`src/rtl/li_delay_fifo_pkg.sv`:
```
// li_delay_fifo_pkg: sizing helpers shared by the latency-insensitive channel library
package li_delay_fifo_pkg;

    function automatic int clog2(input int n);
        int r = 0;
        while ((1 << r) < n) r++;
        return r;
    endfunction

    // Top bit index of a payload bus; a width-0 control channel still carries one bit.
    function automatic int safe_hi(input int width);
        return (width == 0) ? 0 : width - 1;
    endfunction

endpackage

```
`src/rtl/li_delay_fifo_if.sv`:
```
// li_delay_fifo_if: VALID/CONSUMED token channel into and out of li_delay_fifo
interface li_delay_fifo_if
    import li_delay_fifo_pkg::*;
#(
    parameter int width = 1
);
    logic [safe_hi(width):0] IN_WRITE;
    logic                    IN_WRITE_VALID;
    logic                    IN_WRITE_CONSUMED;
    logic                    IN_EN_WRITE;
    logic                    IN_EN_WRITE_VALID;
    logic                    IN_EN_WRITE_CONSUMED;
    logic [safe_hi(width):0] OUT_READ;
    logic                    OUT_EN_READ;
    logic                    OUT_READ_VALID;
    logic                    OUT_READ_CONSUMED;

    modport master (
        output IN_WRITE, IN_WRITE_VALID, IN_EN_WRITE, IN_EN_WRITE_VALID, OUT_READ_CONSUMED,
        input  IN_WRITE_CONSUMED, IN_EN_WRITE_CONSUMED, OUT_READ, OUT_EN_READ, OUT_READ_VALID
    );

    modport slave (
        input  IN_WRITE, IN_WRITE_VALID, IN_EN_WRITE, IN_EN_WRITE_VALID, OUT_READ_CONSUMED,
        output IN_WRITE_CONSUMED, IN_EN_WRITE_CONSUMED, OUT_READ, OUT_EN_READ, OUT_READ_VALID
    );

endinterface

```
`src/rtl/li_delay_fifo.sv`:
```
// li_delay_fifo: latency-insensitive token FIFO preloaded with init_count tokens to model an N-cycle delay
module li_delay_fifo
    import li_delay_fifo_pkg::*;
#(
    parameter int width      = 1,
    parameter int depth      = 4,
    parameter int init       = 0,
    parameter int init_count = 1
) (
    input  logic                       CLK,
    input  logic                       RST_N,
    li_delay_fifo_if.slave             ch,
    output logic [clog2(depth+1)-1:0]  COUNT
);
    localparam int DW = safe_hi(width) + 1;
    localparam int CW = clog2(depth + 1);
    localparam int PW = (depth > 1) ? clog2(depth) : 1;
    localparam logic [PW-1:0] LAST = PW'(depth - 1);

    logic [DW:0]   mem [depth];
    logic [PW-1:0] head, tail;
    logic          inp_valid, full, empty, enq, deq;

    // Full blocks enq even when a deq happens the same cycle, so CONSUMED never depends on OUT_READ_CONSUMED.
    always_comb begin
        full                    = COUNT == CW'(depth);
        empty                   = COUNT == '0;
        inp_valid               = (width == 0 || ch.IN_WRITE_VALID) && ch.IN_EN_WRITE_VALID;
        enq                     = inp_valid && !full;
        deq                     = !empty && (width == 0 || ch.OUT_READ_CONSUMED);
        ch.IN_WRITE_CONSUMED    = inp_valid ? !full : 1'b1;
        ch.IN_EN_WRITE_CONSUMED = inp_valid ? !full : 1'b1;
        ch.OUT_READ             = mem[head][DW-1:0];
        ch.OUT_EN_READ          = mem[head][DW];
        ch.OUT_READ_VALID       = !empty;
    end

    always_ff @(posedge CLK) begin
        if (!RST_N) begin
            head  <= '0;
            tail  <= PW'(init_count % depth);
            COUNT <= CW'(init_count);
            for (int i = 0; i < depth; i++) mem[i] <= (i < init_count) ? {1'b1, DW'(init)} : '0;
        end else begin
            if (enq) begin
                mem[tail] <= {ch.IN_EN_WRITE, ch.IN_WRITE};
                tail      <= (tail == LAST) ? '0 : tail + 1'b1;
            end
            if (deq) head <= (head == LAST) ? '0 : head + 1'b1;
            if (enq != deq) COUNT <= enq ? COUNT + 1'b1 : COUNT - 1'b1;
        end
    end

endmodule

```
`src/flat_wrapper.sv`:
```
// flat-port wrapper written by rule: the top's interface ports become plain ports
module li_delay_fifo_flat import li_delay_fifo_pkg::*;
#(
    parameter int width      = 1,
    parameter int depth      = 4,
    parameter int init       = 0,
    parameter int init_count = 1
)
  (CLK, RST_N, COUNT, ch_IN_WRITE, ch_IN_WRITE_VALID, ch_IN_EN_WRITE, ch_IN_EN_WRITE_VALID, ch_OUT_READ_CONSUMED, ch_IN_WRITE_CONSUMED, ch_IN_EN_WRITE_CONSUMED, ch_OUT_READ, ch_OUT_EN_READ, ch_OUT_READ_VALID);
  li_delay_fifo_if #(.width(width)) ch_i ();
  input  logic CLK;
  input  logic RST_N;
  output logic [clog2(depth+1)-1:0] COUNT;
  input wire logic [$bits(ch_i.IN_WRITE)-1:0] ch_IN_WRITE;
  input wire logic [$bits(ch_i.IN_WRITE_VALID)-1:0] ch_IN_WRITE_VALID;
  input wire logic [$bits(ch_i.IN_EN_WRITE)-1:0] ch_IN_EN_WRITE;
  input wire logic [$bits(ch_i.IN_EN_WRITE_VALID)-1:0] ch_IN_EN_WRITE_VALID;
  input wire logic [$bits(ch_i.OUT_READ_CONSUMED)-1:0] ch_OUT_READ_CONSUMED;
  output wire logic [$bits(ch_i.IN_WRITE_CONSUMED)-1:0] ch_IN_WRITE_CONSUMED;
  output wire logic [$bits(ch_i.IN_EN_WRITE_CONSUMED)-1:0] ch_IN_EN_WRITE_CONSUMED;
  output wire logic [$bits(ch_i.OUT_READ)-1:0] ch_OUT_READ;
  output wire logic [$bits(ch_i.OUT_EN_READ)-1:0] ch_OUT_EN_READ;
  output wire logic [$bits(ch_i.OUT_READ_VALID)-1:0] ch_OUT_READ_VALID;
  assign ch_i.IN_WRITE = ch_IN_WRITE;
  assign ch_i.IN_WRITE_VALID = ch_IN_WRITE_VALID;
  assign ch_i.IN_EN_WRITE = ch_IN_EN_WRITE;
  assign ch_i.IN_EN_WRITE_VALID = ch_IN_EN_WRITE_VALID;
  assign ch_i.OUT_READ_CONSUMED = ch_OUT_READ_CONSUMED;
  assign ch_IN_WRITE_CONSUMED = ch_i.IN_WRITE_CONSUMED;
  assign ch_IN_EN_WRITE_CONSUMED = ch_i.IN_EN_WRITE_CONSUMED;
  assign ch_OUT_READ = ch_i.OUT_READ;
  assign ch_OUT_EN_READ = ch_i.OUT_EN_READ;
  assign ch_OUT_READ_VALID = ch_i.OUT_READ_VALID;
  li_delay_fifo #(.width(width), .depth(depth), .init(init), .init_count(init_count)) u_core (.CLK(CLK), .RST_N(RST_N), .ch(ch_i), .COUNT(COUNT));
endmodule
```
`config.mk`:
```
export PLATFORM = sky130hd
export DESIGN_NAME = li_delay_fifo_flat
export DESIGN_NICKNAME = d
export VERILOG_FILES = /design/src/rtl/li_delay_fifo_pkg.sv /design/src/rtl/li_delay_fifo_if.sv /design/src/rtl/li_delay_fifo.sv /design/src/flat_wrapper.sv
export SDC_FILE = /design/constraint.sdc
export NUM_CORES = 1
export LEC_CHECK = 0
export ABC_AREA = 1
export CORE_ASPECT_RATIO = 0.8
export CORE_MARGIN = 2
export CORE_UTILIZATION = 40
export CTS_CLUSTER_DIAMETER = 50
export DETAILED_ROUTE_END_ITERATION = 8
export HOLD_SLACK_MARGIN = 0.1
export PLACE_DENSITY = 0.65
export SKIP_LAST_GASP = 1
export SYNTH_ARGS = -nofsm -noshare
export SYNTH_HDL_FRONTEND = slang
export SYNTH_SLANG_ARGS = --single-unit
```
`constraint.sdc`:
```
create_clock -name CLK -period 1.5 [get_ports CLK]
set_clock_uncertainty 0.1 [all_clocks]
set_input_delay 0.15 -clock CLK [delete_from_list [all_inputs] [get_ports CLK]]
set_output_delay 0.15 -clock CLK [all_outputs]
set_load 0.01 [all_outputs]
```
==> impl_metrics.toml <==
[sta]
maxSlewViolCount = 0
worst_pin_slew_ps = 292
fin_crit_sh_pct = 98.8
slew_headroom_pct = 80.5
period_needed_ps = 1480
hold_violations = 0
clock.fmax_mhz = 675
finalSetupViolCount = 0
rsz0062_at_grt = "true"
hold_ws_ps = 425

[setup_path]
path_class = "reg -> reg"
arrival_ps = 1400
setup.worst_path.end_class = "register"
crit_path_start_kind = "register"
cp.required_ps = 1420
path_max_fanout = 4

[clock_tree]
cts_tree = "built"
clock_sinks = 17
cts_buffer_depth = 2
htree_levels = 1
clk_latency_ps = 290
clkTransAtPathRegs_ps = 90
numCtsBuffers = 3
clockRootBuffer = "clkbuf_4"

[final_layout]
n_antenna_cell = 0
final_nets = 136
nFillCells = 210
area_growth_pct = 33.9
fin_cells = 150
drive_gt1_share_pct = 40.0
fin_util_pct = 55.6

[power]
switching_share_pct = 31.5
pwr-share-seq_pct = 49.9
powerDensity_mw_per_mm2 = 997
p_sw_uw = 371
clkPwrFrac_pct = 20.3
power.leakage_uw = 0.000518
p_int_uw = 805
irDropWorstVdd_v = 0.000561
pwr-share-comb_pct = 29.8

[yosys]
synth_edf_count = 8
avgSynthCellArea_um2 = 9.18
synth-seq-cells = 17
async_reset_ff_share_pct = 0
syn_nets = 106
synthFlopType = "dfxtp_1"
syn_area_um2 = 881
yosysWarnings = 0
synth_top_area_share_pct = 27.3
synth_area_leader_cell = "edfxtp_1"
yosysSeqAreaShare_pct = 47.7
netlist_instances = 96
synth_commonest_cells = "16 x nor2_1, 11 x nand2_1, 9 x dfxtp_1, 9 x nand2_2"
ys_types = 25
synth.most_common_cell = "nor2_1"
ys_top_cells_by_area = "edfxtp_1 27%, dfxtp_1 20%, nor2_1 6.8%, nand2_2 6.4%, nand2_1 4.7%"

[routing]
top_layer_used = "met4"
drt-met1-wl_um = 793
drc = 0
wl_met3_um = 60
drt_first_iter_violations = 18
dr.pass1.iters = 6
wl_per_cell_um = 11.4
drtAntennaViolNets = 0
via_per_inst = 4.64
num_vias = 696
routed_wl_um = 1710
wl_met2_um = 827

[floorplanning]
die_h_um = 46.0
die_w_um = 56.5
dieArea_mm2 = 0.00260
initial_core_util_pct = 41.5
core_area_mm2 = 0.00212
num_rows = 15
io_pins = 15

[run]
drv_cap = 0

[hold_path]
hp-class = "reg -> reg"

[global_route]
grt_usage_pct = 14.7
grt.overflow.total = 0
grt_max_degree = 11
antenna_found_initial = 0
grt_pass1_vias = 631
grt_pass1_wl_um = 2750

[place]
place.gp.congestion = 0.761
dp_cells = 144
hpwl_um = 1400
io_buffers = 14

[run_status]
status = "finished clean"
-- power groups by stage --
| stage | combinational, uW | sequential [uW] | clock, uW |
|---|---|---|---|
| after floorplan | 181 | 601 | 0 |
| after global placement | 346 | 592 | 0 |
| after detailed placement | 357 | 592 | 0 |
| after CTS | 336 | 586 | 253 |
| after global routing | 394 | 594 | 275 |
| final | 351 | 587 | 238 |
-- metrics by stage --
step	setup TNS, ps	setup WS, ps	power, uW	instance area, um^2
floorplan	0	22.2	782	883
detailed placement	-3280	-278	949	1120
global placement	-2760	-239	937	1120
global route	-584	-77.9	1260	1180
finish	0	18.6	1180	1180
CTS	-47.6	-47.6	1170	1150
-- cell families (layout without fill, tap and decap cells) --
group	count (synthesis)	count (layout)	synth area share, %
compound gates	15	15	10.5
buf+inv	12	41	5.97
simple gates	49	49	30.7
fa+ha+maj	3	3	5.11
flops	17	17	47.7
-- placed cells by master, fill, tap and decap left out --
cell type        instances
dfxtp_2                  3
or2_1                    1
edfxtp_1                 8
nor3_4                   1
a21oi_2                  1
nand2_2                 11
inv_2                    2
dfxtp_4                  1
ha_1                     2
dfxtp_1                  5
o21ai_1                  2
nor2_8                   1
dlygate4sd2_1            4
o22ai_1                  2
buf_4                   13
clkdlybuf4s50_1          6
nand2_1                  8
inv_4                    1
nor2_4                   3
nor2_2                   2
inv_1                    7
nand3_1                  5
a21boi_2                 1
o211a_1                  1
clkbuf_4                 3
clkinv_2                 1
a22o_1                   1
a21oi_1                  3
clkdlybuf4s15_1          1
nand2_4                  2
clkbuf_2                 3
fa_2                     1
o21ai_0                  4
nor2_1                  15
-- layout make-up --
class                   count  area (um^2)  share of cell area, %
clock inverters             1         5.00                  0.424
flip-flops and latches     17          428                   36.3
repair buffers             27          218                   18.5
clock buffers               3         22.5                   1.91
multi-input cells          67          435                   36.9
well taps                  25         31.3                   2.65
inverters                  10         40.0                   3.39
-- worst paths after layout --
kind | startpoint | end | slack [ps] | cells after the start
max | u_core.COUNT[1] | u_core.mem[2][1] | 20 | 8
min | u_core.head[1] | u_core.head[1] | 430 | 2
max reg2reg | u_core.COUNT[1] | u_core.mem[2][1] | 20 | 8
min reg2reg | u_core.head[1] | u_core.head[1] | 430 | 2
-- worst max-delay path, cell delays in order, from the launching register on --
cell,delay (ps)
dfxtp_2,370
nor2_4,50
nand2_2,70
nand2_4,70
nor2_4,140
inv_4,70
nor2_4,140
nand2_2,90
nand2_2,90
-- routing by layer --
layer | global-route usage, % | vias to the layer above
li1 | - | 374
met1 | 17.9 | 311
met2 | 24.4 | 7
met3 | 5.11 | 4
met4 | 5.71 | 0
met5 | 0 | -
-- timing repair --
| action | 4_1_cts | 5_1_grt |
|---|---|---|
| endpoints found under the setup margin | 8 | 16 |
| hold buffers | 0 | 0 |
| pin swaps | 1 | 4 |
| resized for setup | 12 | 17 |
| setup buffers | 0 | 2 |
Power figures use the tool's default switching activity.
